--- src/rtl/spiral_pattern_if.sv ---
// Pixel/frame bus between the VGA timing core, the spiral generator and the pattern mux.
// Strobe semantics: next_frame is a one-cycle pulse, acted on only when pattern_enable is high; there is no backpressure.
interface spiral_pattern_if #(
   parameter int ROT_W = 6
);
   logic             pattern_enable;
   logic [9:0]       x;
   logic [9:0]       y;
   logic             active;
   logic             next_frame;
   logic [2:0]       step_size;
   logic             dir_req;
   logic [5:0]       rgb;
   logic             dir_out;
   logic             busy;
   logic [1:0]       state_dbg;
   logic [ROT_W+1:0] phase_dbg;
   logic [2:0]       speed_dbg;

   modport master (
      output pattern_enable, x, y, active, next_frame, step_size, dir_req,
      input  rgb, dir_out, busy, state_dbg, phase_dbg, speed_dbg
   );

   modport slave (
      input  pattern_enable, x, y, active, next_frame, step_size, dir_req,
      output rgb, dir_out, busy, state_dbg, phase_dbg, speed_dbg
   );
endinterface

--- src/rtl/spiral_pattern_gen.sv ---
// Rotating multi-arm spiral with smooth decel/accel direction reversal.
// Optional palette rotation is enabled by defining SPIRAL_PALETTE_CYCLE_EN.
module spiral_pattern_gen #(
   parameter int ARMS         = 6,
   parameter int ROT_W        = 6,
   parameter int RADIUS_SHIFT = 4,
   parameter int CENTER_X     = 320,
   parameter int CENTER_Y     = 240,
   parameter int MIN_RADIUS   = 20,
   parameter int PAL_DIV      = 5
) (
   input logic             clk,
   input logic             rst,
   spiral_pattern_if.slave bus
);
   localparam int PW  = ROT_W + 2;
   localparam int SPW = ROT_W + 1;
   localparam logic [9:0] CX = 10'(CENTER_X);
   localparam logic [9:0] CY = 10'(CENTER_Y);
   localparam logic [9:0] MIN_R = 10'(MIN_RADIUS);
   localparam logic [3:0] ARMS4 = 4'(ARMS);

   if (ARMS < 2 || ARMS > 8 || ROT_W < 4 || ROT_W > 8 || PAL_DIV < 1) begin : g_param_check
      $error("spiral_pattern_gen: illegal parameter setting");
   end

   typedef enum logic [1:0] {RUN = 2'd0, DECEL = 2'd1, ACCEL = 2'd2} state_t;

   state_t        state;
   logic [PW-1:0] phase;
   logic [2:0]    speed;
   logic          dir;
   logic          busy_q;
   logic [5:0]    rgb_q;

   wire           tick      = bus.pattern_enable && bus.next_frame;
   wire [PW-1:0]  step_ext  = {{(PW-3){1'b0}}, bus.step_size};
   wire [PW-1:0]  speed_ext = {{(PW-3){1'b0}}, speed};

   always_ff @(posedge clk or posedge rst) begin
      if (rst) begin
         state  <= RUN;
         phase  <= '0;
         speed  <= '0;
         dir    <= 1'b0;
         busy_q <= 1'b0;
      end else if (tick) begin
         case (state)
            RUN: begin
               phase <= dir ? phase - step_ext : phase + step_ext;
               // Deceleration begins on the request tick itself, so the first DECEL step is one below cruise.
               if (bus.dir_req != dir) begin
                  state  <= DECEL;
                  busy_q <= 1'b1;
                  speed  <= (bus.step_size == 3'd0) ? 3'd0 : bus.step_size - 3'd1;
               end else begin
                  speed <= bus.step_size;
               end
            end
            DECEL: begin
               if (speed == 3'd0) begin
                  dir   <= ~dir;
                  state <= ACCEL;
               end else begin
                  phase <= dir ? phase - speed_ext : phase + speed_ext;
                  if (bus.dir_req == dir) state <= ACCEL;
                  else                    speed <= speed - 3'd1;
               end
            end
            ACCEL: begin
               phase <= dir ? phase - speed_ext : phase + speed_ext;
               if ({1'b0, speed} + 4'd1 >= {1'b0, bus.step_size}) begin
                  speed  <= bus.step_size;
                  state  <= RUN;
                  busy_q <= 1'b0;
               end else begin
                  speed <= speed + 3'd1;
               end
            end
            default: state <= RUN;
         endcase
      end
   end

   logic [2:0] pal_off;
`ifdef SPIRAL_PALETTE_CYCLE_EN
   logic [PAL_DIV-1:0] frame_cnt;

   always_ff @(posedge clk or posedge rst) begin
      if (rst) begin
         frame_cnt <= '0;
         pal_off   <= '0;
      end else if (tick) begin
         frame_cnt <= frame_cnt + PAL_DIV'(1);
         if (&frame_cnt) pal_off <= (pal_off == 3'(ARMS - 1)) ? 3'd0 : pal_off + 3'd1;
      end
   end
`else
   assign pal_off = 3'd0;
`endif

   // Pixel path: sector-based coarse angle, twisted by radius to form the spiral arms.
   wire           x_ge   = bus.x >= CX;
   wire           y_ge   = bus.y >= CY;
   wire [9:0]     dx     = x_ge ? bus.x - CX : CX - bus.x;
   wire [9:0]     dy     = y_ge ? bus.y - CY : CY - bus.y;
   wire [9:0]     radius = dx + dy;
   wire [2:0]     sector = {x_ge, y_ge, dx > dy};
   wire [ROT_W-1:0] rot   = phase[PW-1:2];
   wire [ROT_W-1:0] angle = {sector, {(ROT_W-3){1'b0}}} + rot;
   wire [SPW-1:0] sp     = {1'b0, angle} - SPW'(radius >> RADIUS_SHIFT);
   wire [2:0]     arm    = sp[ROT_W:ROT_W-2];
   wire           in_arm = !sp[ROT_W-3] && ({1'b0, arm} < ARMS4) && (radius > MIN_R);
   wire [3:0]     csum   = {1'b0, arm} + {1'b0, pal_off};
   wire [3:0]     cidx   = (csum >= ARMS4) ? csum - ARMS4 : csum;

   function automatic logic [5:0] pal_color(input logic [3:0] idx);
      case (idx)
         4'd0:    pal_color = 6'b010001;
         4'd1:    pal_color = 6'b100011;
         4'd2:    pal_color = 6'b111010;
         4'd3:    pal_color = 6'b001110;
         4'd4:    pal_color = 6'b011101;
         4'd5:    pal_color = 6'b101111;
         4'd6:    pal_color = 6'b110000;
         4'd7:    pal_color = 6'b000111;
         default: pal_color = 6'b000000;
      endcase
   endfunction

   always_ff @(posedge clk or posedge rst) begin
      if (rst) rgb_q <= '0;
      else     rgb_q <= (bus.active && in_arm) ? pal_color(cidx) : 6'b000000;
   end

   assign bus.rgb       = rgb_q;
   assign bus.dir_out   = dir;
   assign bus.busy      = busy_q;
   assign bus.state_dbg = state;
   assign bus.phase_dbg = phase;
   assign bus.speed_dbg = speed;
endmodule

--- src/flat_wrapper.sv ---
// flat-port wrapper written by rule: the top's interface ports become plain ports
module spiral_pattern_gen_flat 
#(
   parameter int ARMS         = 6,
   parameter int ROT_W        = 6,
   parameter int RADIUS_SHIFT = 4,
   parameter int CENTER_X     = 320,
   parameter int CENTER_Y     = 240,
   parameter int MIN_RADIUS   = 20,
   parameter int PAL_DIV      = 5
)
  (clk, rst, bus_pattern_enable, bus_x, bus_y, bus_active, bus_next_frame, bus_step_size, bus_dir_req, bus_rgb, bus_dir_out, bus_busy, bus_state_dbg, bus_phase_dbg, bus_speed_dbg);
  spiral_pattern_if #(.ROT_W(ROT_W)) bus_i ();
  input logic clk;
  input logic rst;
  input wire logic [$bits(bus_i.pattern_enable)-1:0] bus_pattern_enable;
  input wire logic [$bits(bus_i.x)-1:0] bus_x;
  input wire logic [$bits(bus_i.y)-1:0] bus_y;
  input wire logic [$bits(bus_i.active)-1:0] bus_active;
  input wire logic [$bits(bus_i.next_frame)-1:0] bus_next_frame;
  input wire logic [$bits(bus_i.step_size)-1:0] bus_step_size;
  input wire logic [$bits(bus_i.dir_req)-1:0] bus_dir_req;
  output wire logic [$bits(bus_i.rgb)-1:0] bus_rgb;
  output wire logic [$bits(bus_i.dir_out)-1:0] bus_dir_out;
  output wire logic [$bits(bus_i.busy)-1:0] bus_busy;
  output wire logic [$bits(bus_i.state_dbg)-1:0] bus_state_dbg;
  output wire logic [$bits(bus_i.phase_dbg)-1:0] bus_phase_dbg;
  output wire logic [$bits(bus_i.speed_dbg)-1:0] bus_speed_dbg;
  assign bus_i.pattern_enable = bus_pattern_enable;
  assign bus_i.x = bus_x;
  assign bus_i.y = bus_y;
  assign bus_i.active = bus_active;
  assign bus_i.next_frame = bus_next_frame;
  assign bus_i.step_size = bus_step_size;
  assign bus_i.dir_req = bus_dir_req;
  assign bus_rgb = bus_i.rgb;
  assign bus_dir_out = bus_i.dir_out;
  assign bus_busy = bus_i.busy;
  assign bus_state_dbg = bus_i.state_dbg;
  assign bus_phase_dbg = bus_i.phase_dbg;
  assign bus_speed_dbg = bus_i.speed_dbg;
  spiral_pattern_gen #(.ARMS(ARMS), .ROT_W(ROT_W), .RADIUS_SHIFT(RADIUS_SHIFT), .CENTER_X(CENTER_X), .CENTER_Y(CENTER_Y), .MIN_RADIUS(MIN_RADIUS), .PAL_DIV(PAL_DIV)) u_core (.clk(clk), .rst(rst), .bus(bus_i));
endmodule
--- config.mk ---
export PLATFORM = sky130hd
export DESIGN_NAME = spiral_pattern_gen_flat
export DESIGN_NICKNAME = d
export VERILOG_FILES = /design/src/rtl/spiral_pattern_if.sv /design/src/rtl/spiral_pattern_gen.sv /design/src/flat_wrapper.sv
export SDC_FILE = /design/constraint.sdc
export NUM_CORES = 1
export LEC_CHECK = 0
export ABC_CLOCK_PERIOD_IN_PS = 4000
export BUFFER_PORTS_ARGS = -buffer_cell sky130_fd_sc_hd__buf_2
export CAP_MARGIN = 20
export CORE_ASPECT_RATIO = 1.2
export CORE_MARGIN = 8
export CORE_UTILIZATION = 59
export DETAILED_ROUTE_END_ITERATION = 10
export GPL_TIMING_DRIVEN = 0
export PLACE_DENSITY = 0.82
export SLEW_MARGIN = 20
export SYNTH_ARGS = -nofsm -noshare
export SYNTH_HDL_FRONTEND = slang
export SYNTH_SLANG_ARGS = --single-unit
--- constraint.sdc ---
create_clock -name clk -period 4 [get_ports clk]
set_input_delay 0.4 -clock clk [delete_from_list [all_inputs] [get_ports clk]]
set_output_delay 0.4 -clock clk [all_outputs]
set_load 0.02 [all_outputs]
==> run metrics, run 1 <==
Reg power frac=10.6%; slowest cell on the critical path=o41ai_4; post-synthesis sequential area ratio=15.48%; first-pass GRT wire length=15,930 um; placed cell areas=0.003859 sq mm; combinational share of power=85.7%; Pwr Density=865.8 mW/mm^2; outcome=complete, but fails checks; post-synth top area share=19.53%; CP peak stage delay=420 ps; RSZ-0062 raised after global routing=yes; Worst EP required=4110 ps; Clock Path Buffers=2; antenna-violating nets left=0; Syn Area/Cell=7.897 sq um; Vias=3,643; startpoint types=input pin; most used flip-flop cell after synthesis=dfrtp_1; Syn. warnings=0; Starting Density=60.72%; failing checks=negative setup slack; Sequential Area=525.5 sq um; Most Frequent Cell on Critical Path=nor2_1; VDD IR-drop max=0.0006434 V; drt total wl=10,570 um; hold-fix buffers at CTS=0; largest net degree at the start of global routing=22; # rows=30; root buf cell=clkbuf_8; Syn-to-layout area delta=31.98%; Worst Max-Slew Pin Slew=831.7 ps; placed cell count=543; GRT overflow=0; Antenna diodes=0; Num CTS Buffers=3; vias in the first global route=3,611; TritonCTS clock tree=yes; DP Wirelength=6918 um; Leak=0.002100 uW; Clock Sinks=21; max cap viols=0; # IOs=50; cell taking the most area after synthesis=ha_1; Port Buffers=49; skew final=2.444 ps; PnR worst setup slack=-710.9 ps; Post-Syn Nets=515; DR WL/cell=18.45 um; fraction of registers with async set/reset=100.0%; final instance area=0.004482 sq mm; Critical Path End Type=flop; number of synthesized flops with an enable pin=0; Max Fclk=0.2123 GHz; area of the multi-input gates=0.003018 sq mm; Setup violations, final=6; Sw Pwr=2014 uW; Slew headroom=44.50%; Core Area=0.005593 sq mm; Int Pwr=1866 uW; HP Class=input pin to asynchronous set/reset pin; fillers=331; top post-synthesis cells by area=ha_1 (20%), dfrtp_1 (15%), inv_1 (5.5%); flop and latch count out of synthesis=21; max-slew violations=0; Sw Ratio=51.91%; share of layout cells above drive strength 1=33.01%; chip height=99.11 um; drc violations=0; full die area=0.008449 sq mm; Hold Slack=291.5 ps; Clock Pin Slew Worst Setup and Hold Paths=80 ps; crit share post-route=117.8%; detailed-router iteration count before antenna repair=5; die width=85.26 um; Tmin final=4711 ps; dpl ws=-1262 ps; Post-Synthesis Cells=430; H-tree Lvls=1; Final Hold Viols=0; Setup Crit Path Kind=input pin to flop; CP arrival=4830 ps; # nets final=595; gpl congestion=0.8899; Clk Latency, worst-skew pair=260 ps; worst-path fanout max=6; Iter 0 DRT Violations=193; DR vias/cell=6.358; GRT Total Usage=22.43%; synthesized cell area=0.003396 sq mm; initial antenna violation count=0; Synth cell types=65; Clock Power Share=3.7%; non-filler cells, final=573
final timing paths:
check	start	endpoint	slack, ps	depth (start not counted)
max	bus_x[7]	u_core.bus.rgb[3]	-710	31
min in group clk	bus_pattern_enable	u_core.bus.dir_out	440	3
min	rst	u_core.bus.phase_dbg[0]	290	2
max in group asynchronous	rst	u_core.bus.phase_dbg[7]	3200	2
min reg2reg	u_core.bus.phase_dbg[0]	u_core.bus.phase_dbg[0]	520	2
max reg2reg	u_core.bus.state_dbg[0]	u_core.bus.phase_dbg[6]	790	14
area by class of cell:
type / instances / area share [%]
inverters: 50 / 4.830
plain buffers: 7 / 1.200
flip-flops and latches: 21 / 11.73
clock inverters: 1 / 0.1675
clock buffers: 3 / 0.9213
multi-input cells: 347 / 67.34
repair buffers: 80 / 12.03
well taps: 64 / 1.787
worst max-delay path: cells and delay by family:
family / cells / cell delay, ps
compound gates: 8 / 1420
simple gates: 6 / 570
buf+inv: 9 / 810
fa+ha+maj: 5 / 1150
xor+xnor: 3 / 470
cells in the mapped netlist, drive strengths merged, types with 4 or more instances:
master,number
ha,53
inv,50
nand2,38
a21oi,30
nor2,26
o21ai,24
dfrtp,21
xnor2,17
nor3,13
a211oi,12
xor2,10
a21o,9
clkbuf,9
nand3,8
o21a,7
nand2b,6
o31ai,6
a31oi,5
mux2i,5
o211ai,5
a211o,4
nor2b,4
nor4,4
o22ai,4
or3,4
cells in the final DEF, fill, tap and decap left out, types with 4 or more instances in the layout:
cell type | synthesis | layout
ha_4 | 0 | 9
a31oi_1 | 5 | 4
inv_1 | 50 | 42
buf_4 | 0 | 28
nand2_2 | 0 | 4
o21ai_0 | 23 | 17
nand2_1 | 38 | 32
a211oi_1 | 10 | 10
a21oi_1 | 28 | 20
mux2i_1 | 4 | 4
dfrtp_1 | 21 | 21
nor3_1 | 13 | 11
o21ai_1 | 1 | 4
xor2_1 | 10 | 9
inv_2 | 0 | 4
o21a_1 | 7 | 7
nor2b_1 | 4 | 4
nor2_1 | 26 | 23
nand3_1 | 8 | 8
ha_1 | 53 | 42
nand2b_1 | 6 | 5
o31ai_1 | 6 | 5
xnor2_1 | 17 | 11
a21oi_2 | 1 | 8
buf_6 | 0 | 5
or3_1 | 4 | 4
xnor2_2 | 0 | 6
buf_2 | 3 | 46
a21o_1 | 9 | 9
o211ai_1 | 5 | 5
logic make-up after synthesis:
family | Yosys count | synth area share, %
AO/OA/AOI/OAI | 133 | 27.41
AND/OR/NAND/NOR | 121 | 17.69
buffers and inverters | 62 | 7.001
adder cells (fa/ha/maj) | 56 | 21.30
XOR/XNOR | 27 | 6.964
flip-flops | 21 | 15.48
multiplexers | 10 | 4.163
state kept, by name (all words and copies together), names as in the netlist:
signal	count
u_core.bus.state_dbg	2
u_core.bus.speed_dbg	3
u_core.bus.dir_out	1
u_core.bus.busy	1
u_core.bus.rgb	6
u_core.bus.phase_dbg	8
per-stage QoR:
stage	utilization (%)	TNS, ps	power (uW)
3_3_place_gp	68.99	-6953	3021
6_report	80.13	-3972	3880
3_5_place_dp	68.99	-7311	3099
4_1_cts	75.79	-3787	3576
5_1_grt	80.13	-5058	4186
2_1_floorplan	-	-2395	2544
power by group through the flow:
stage	sequential [uW]	clock [uW]	combinational (uW)
2_1_floorplan	488	0	2060
4_1_cts	410	150	3020
3_3_place_gp	411	0	2610
5_1_grt	419	158	3610
3_5_place_dp	414	0	2680
6_report	413	144	3320
per-layer routing:
layer	up-vias	routed length, um	GRT usage, %
met5	-	0	0
met4	0	438	8.243
met3	41	488	1.485
met2	164	5583	43.86
met1	1729	4063	24.31
li1	1709	-	-
repair_timing:
item / in CTS / in global routing
endpoints found under the setup margin: 6 / 6
pin swaps: 29 / 34
setup buffers: 24 / 8
resized for setup: 38 / 49
Note: power is estimated with default switching activity, not from simulation.
==> run 2, diff against run 1 <==
- ABC_CLOCK_PERIOD_IN_PS: 4000 -> 5400
- clock period: 4 -> 5.4 ns (I/O delays scaled with it)
==> run metrics, run 2 (synthesis results as in run 1) <==
outcome=finished clean; slowest cell on the critical path=fa_1; DR vias/cell=6.118 (-3.8%); Tmin final=5126 ps; startpoint types=input pin; antenna-violating nets left=0 (unchanged); commonest non-fill, non-tap cells in the layout=buf_2 (52), inv_1 (50), ha_1 (50), nand2_1 (38), a21oi_1 (27); gpl congestion=0.9180 (+3.2%); CP arrival=5250 ps (+420 ps); Syn-to-layout area delta=14.19%; Bufs and invs on worst path=4 (-5); fillers=479 (+45%); vias in the first global route=3,274 (-9.3%); detailed-router iteration count before antenna repair=4 (-1); Port Buffers=49 (unchanged); max-slew violations=0 (unchanged); Starting Density=60.72% (unchanged); final instance area=0.003877 sq mm (-13%); full die area=0.008449 sq mm (unchanged); HP Class=input pin to asynchronous set/reset pin; max cap viols=0 (unchanged); max reg flops=8 (unchanged); # rows=30 (unchanged); Max Fclk=0.1951 GHz; Clk Latency, worst-skew pair=260 ps (about the same); worst path cell trace=buf_2, inv_1, ha_1, nand2_1, o41ai_4, a21o_1, nor2_1, xor2_1, ha_2, nor4_2, and4_1, a21oi_1, a31oi_1, ha_1, inv_1, fa_1, inv_1, ha_2, o21ai_0, nand2_1, o211ai_1, o22a_1, o221ai_1, a21oi_1; CP peak stage delay=490 ps (+70 ps); Setup Crit Path Kind=input pin to flop; Setup violations, final=0 (-6); crit share post-route=94.93%; placed cell count=543 (unchanged); Register-to-Register Path Depth=13 (-1); Clock Sinks=21 (unchanged); chip height=99.11 um (unchanged); Slew headroom=46.92% (+2.4 points); share of layout cells above drive strength 1=18.76% (-14 points); Core Area=0.005593 sq mm (unchanged); Crit Reg-Reg Endpoint=u_core.bus.phase_dbg[6]; initial antenna violation count=0 (unchanged); largest net degree at the start of global routing=22 (unchanged); Num CTS Buffers=3 (unchanged); Hold Slack=411.1 ps (+119.6 ps); first-pass GRT wire length=14,380 um (-9.7%); DP Wirelength=6879 um (-0.56%); GRT Total Usage=19.97% (-2.5 points); hold-fix buffers at CTS=0 (unchanged); VDD IR-drop max=0.0004442 V (-31%); Final Hold Viols=0 (unchanged); Iter 0 DRT Violations=187 (-3.1%); Clock Pin Slew Worst Setup and Hold Paths=80 ps (about the same); root buf cell=clkbuf_8; Leak=0.001895 uW (-9.8%); Worst Max-Slew Pin Slew=795.3 ps (-36.34 ps); GRT overflow=0 (unchanged); Clock Path Buffers=2 (unchanged); # IOs=50 (unchanged); total power=2404 uW (-38%); # nets final=571 (-4.0%); drt total wl=8454 um (-20%); final core utilization=69.33% (-11 points); flop2flop setup slack=2050 ps (+1260 ps); Worst EP required=5520 ps (+1410 ps); non-filler cells, final=549 (-4.2%); Pwr Density=619.9 mW/mm^2 (-28%); Vias=3,359 (-7.8%); drc violations=0 (unchanged); TritonCTS clock tree=yes; Antenna diodes=0 (unchanged); skew final=6.160 ps (+3.716 ps); Most Frequent Cell on Critical Path=inv_1; worst-path fanout max=9 (+3); H-tree Lvls=1 (unchanged); placed cell areas=0.003721 sq mm (-3.6%); commonest non-fill, non-tap cell in the layout=buf_2; family with the most delay on the worst path=compound AO/OA/AOI/OAI gates; die width=85.26 um (unchanged); DR WL/cell=15.40 um (-17%); RR Startpoint=u_core.bus.state_dbg[0]; Critical Path End Type=flop
run 2: power breakdown:
group / total, uW / internal (uW) / switching, uW
combinational: 2000 / 851 / 1140
sequential: 304 / 225 / 79.3
clock: 104 / 51.5 / 52.6
total: 2400 / 1130 / 1280
run 2: timing repair:
item                       CTS  global route
setup endpoints to repair    6             6
pin swaps                    0             8
gates resized for setup      2            11
buffers inserted             0             6
run 2: how the worst max path moves through the flow:
stage                   from                 to  cells after the start
detailed placement  bus_x[7]  u_core.bus.rgb[1]                     26
finish              bus_x[0]  u_core.bus.rgb[4]                     24
CTS                 bus_x[7]  u_core.bus.rgb[4]                     26
floorplan           bus_x[7]  u_core.bus.rgb[1]                     27
global route        bus_x[0]  u_core.bus.rgb[4]                     24
global placement    bus_x[7]  u_core.bus.rgb[1]                     28
run 2: per-stage QoR:
stage	setup WS [ps]	setup TNS, ps
final	273.9	0
after global routing	-69.29	-157.2
after CTS	7.466	0
after detailed placement	-595.0	-2970
after global placement	-468.4	-2127
after floorplan	309.9	0
run 2: final cells by class:
type / count / area, sq um / share of cell area, %
multi-input cells: 347 / 2713 / 69.96
flip-flops and latches: 21 / 525.5 / 13.55
repair buffers: 55 / 290.3 / 7.486
inverters: 50 / 187.7 / 4.840
well taps: 64 / 80.08 / 2.065
clock buffers: 3 / 41.29 / 1.065
plain buffers: 8 / 35.03 / 0.9035
clock inverters: 1 / 5.005 / 0.1291
run 2: worst reg2reg max path, cell delays in order (launching register included):
cell	delay [ps]
dfrtp_1	420
inv_1	100
ha_1	410
clkbuf_1	260
o21ai_0	410
ha_1	250
inv_1	60
fa_1	410
a21o_1	180
a21oi_1	220
o21bai_1	90
a21oi_1	180
xnor2_1	140
o21ai_0	100
run 2: metal layers:
layer | share of wire (%) | routed length [um] | track usage (%) | vias to the layer above
met5 | 0 | 0 | 0 | -
met4 | 1.8 | 153 | 6.216 | 0
met3 | 3.6 | 301 | 1.650 | 18
met2 | 52 | 4412 | 37.35 | 91
met1 | 42 | 3586 | 23.23 | 1583
li1 | - | - | - | 1667
==> run 3, diff against run 2 <==
--- a/config.mk
+++ b/config.mk
@@ -8,11 +8,12 @@
 export ABC_CLOCK_PERIOD_IN_PS = 5400
 export BUFFER_PORTS_ARGS = -buffer_cell sky130_fd_sc_hd__buf_2
-export CAP_MARGIN = 20
+export CELL_PAD_IN_SITES_DETAIL_PLACEMENT = 1
+export CELL_PAD_IN_SITES_GLOBAL_PLACEMENT = 1
 export CORE_ASPECT_RATIO = 1.2
 export CORE_MARGIN = 8
-export CORE_UTILIZATION = 59
+export CORE_UTILIZATION = 44
 export DETAILED_ROUTE_END_ITERATION = 10
 export GPL_TIMING_DRIVEN = 0
-export PLACE_DENSITY = 0.82
+export PLACE_DENSITY_LB_ADDON = 0.1
 export SLEW_MARGIN = 20
 export SYNTH_ARGS = -nofsm -noshare
==> constraint.sdc (replaced) <==
create_clock -name clk -period 5.4 [get_ports clk]
set_input_delay 0.81 -clock clk [delete_from_list [all_inputs] [get_ports clk]]
set_output_delay 0.81 -clock clk [all_outputs]
set_load 0.02 [all_outputs]
==> run metrics, run 3 (synthesis results as in run 1) <==
Iter 0 DRT Violations=98 (-48%); max-slew violations=0 (unchanged); grt met1 use=21.61% (-1.6 points); # nets final=573 (+0.35%); Slew headroom=40.70% (-6.2 points); # IOs=50 (unchanged); HP Class=flop to flop; outcome=finished clean; # rows=35 (+17%); chip height=112.2 um (+13%); combinational share of power=83.6% (+0.6 points); dpl ws=-961.2 ps (-366.3 ps); placed cell count=571 (+5.2%); full die area=0.01080 sq mm (+28%); Reg power frac=11.9% (-0.7 points); commonest non-fill, non-tap cell in the layout=buf_2; crit share post-route=96.09% (+1.2 points); Sw Ratio=53.83% (+0.71 points); largest net degree at the start of global routing=22 (unchanged); DR vias/cell=5.986 (-2.2%); Num CTS Buffers=3 (unchanged); max reg flops=8 (unchanged); CP arrival=5390 ps (+140 ps); antenna-violating nets left=0 (unchanged); Starting Density=44.82% (-16 points); Clock Pin Slew Worst Setup and Hold Paths=90 ps (about the same); worst-path fanout max=9 (unchanged); Clk Latency, worst-skew pair=270 ps (about the same); TritonCTS clock tree=yes; Tmin final=5189 ps (+62.88 ps); root buf cell=clkbuf_8; Leak=0.001926 uW (+1.6%); grt met3 use=1.202% (-0.45 points); max cap viols=0 (unchanged); grt met2 use=36.60% (-0.75 points); crit path from=bus_x[0]; detailed-router iteration count before antenna repair=4 (unchanged); Int Pwr=1174 uW (+4.2%); final core utilization=53.38% (-16 points); initial antenna violation count=0 (unchanged); setup TNS=0 ps (unchanged); HP Start=u_core.bus.phase_dbg[0]; Pwr Density=628.5 mW/mm^2 (+1.4%); Worst EP required=5600 ps (+80 ps); H-tree Lvls=1 (unchanged); slowest cell on the critical path=fa_1; final instance area=0.004044 sq mm (+4.3%); commonest non-fill, non-tap cells in the layout=buf_2 (52), inv_1 (49), ha_1 (45), nand2_1 (37), a21oi_1 (26); VDD IR-drop max=0.0003255 V (-27%); GRT overflow=0 (unchanged); hold-fix buffers at CTS=0 (unchanged); drt total wl=10,700 um (+27%); Setup violations, final=0 (unchanged); Vias=3,466 (+3.2%); Setup Crit Path Kind=input pin to flop; CP peak stage delay=420 ps (-70 ps); Clock Sinks=21 (unchanged); PnR worst setup slack=211.0 ps (-62.88 ps); non-filler cells, final=579 (+5.5%); vias in the first global route=3,589 (+9.6%); DP Wirelength=8207 um (+19%); Sw Pwr=1368 uW (+7.2%); Syn-to-layout area delta=19.09%; die width=96.20 um (+13%); Most Crowded Layer GR=met2; startpoint types=input pin; first-pass GRT wire length=17,080 um (+19%); Worst Max-Slew Pin Slew=888.5 ps (+93.19 ps); family with the most delay on the worst path=adder cells; DR WL/cell=18.48 um (+20%); Bufs and invs on worst path=6 (+2); Core Area=0.007576 sq mm (+35%); RR Startpoint=u_core.bus.state_dbg[1]; drc violations=0 (unchanged); Max Fclk=0.1927 GHz (-1.2%); Clock Path Buffers=2 (unchanged); GRT Total Usage=19.29% (-0.68 points); Critical Path End Type=flop; Antenna diodes=0 (unchanged); Final Hold Viols=0 (unchanged); Clock Power Share=4.5% (+0.2 points); gpl congestion=0.8533 (-7.0%); share of layout cells above drive strength 1=22.18% (+3.4 points); placed cell areas=0.003756 sq mm (+0.94%); Port Buffers=49 (unchanged); skew final=2.545 ps (-3.615 ps)
## run 3: changes by cell type in the layout (fill, tap and decap cells not counted), sizes merged
cell / delta
buf: +4
clkbuf: -2
## run 3: final timing paths
kind,cells past startpoint,slack [ps],endpoint
min reg2reg,2,540,u_core.bus.phase_dbg[0]
max in group asynchronous,2,4150,u_core.bus.phase_dbg[3]
max reg2reg,14,2050,u_core.bus.phase_dbg[6]
min,2,540,u_core.bus.phase_dbg[0]
max,26,210,u_core.bus.rgb[1]
min in group asynchronous,2,710,u_core.bus.busy
## run 3: worst min-delay path: stages (launching register included)
cell	delay [ps]
dfrtp_1	380
nand2_1	50
o21ai_0	70
## run 3: layer usage
layer | vias up | routed length [um]
li1 | 1670 | -
met1 | 1711 | 4289
met2 | 64 | 5838
met3 | 21 | 291
met4 | 0 | 280
met5 | - | 0
## run 3: power by group through the flow
stage               clock network, uW  logic [uW]  registers [uW]
floorplan                           0        1420             361
CTS                               115        2030             302
detailed placement                  0        1960             305
finish                            115        2120             301
global route                      121        2330             312
global placement                    0        1900             303
## run 3: what timing repair did
| item | 4_1_cts | 5_1_grt |
|---|---|---|
| pin swaps | 5 | 11 |
| setup endpoints to repair | 6 | 6 |
| buffers inserted | 3 | 7 |
| resized for setup | 10 | 24 |
## run 3: stage by stage
| step | power [uW] | hold slack (ps) |
|---|---|---|
| after floorplan | 1783 | 606.7 |
| after global placement | 2200 | 483.9 |
| after detailed placement | 2266 | 526.3 |
| after CTS | 2452 | 542.7 |
| after global routing | 2767 | 577.5 |
| final | 2542 | 535.4 |
## run 3: cell type report
type,instances,area (sq um)
clock buffer,3,41.29
fill,962,3532
inverter,50,187.7
clock inverter,1,5.005
tap,92,115.1
timing repair buffer,59,320.3
multi-input combinational,347,2823
sequential,21,525.5
buffer,6,26.28
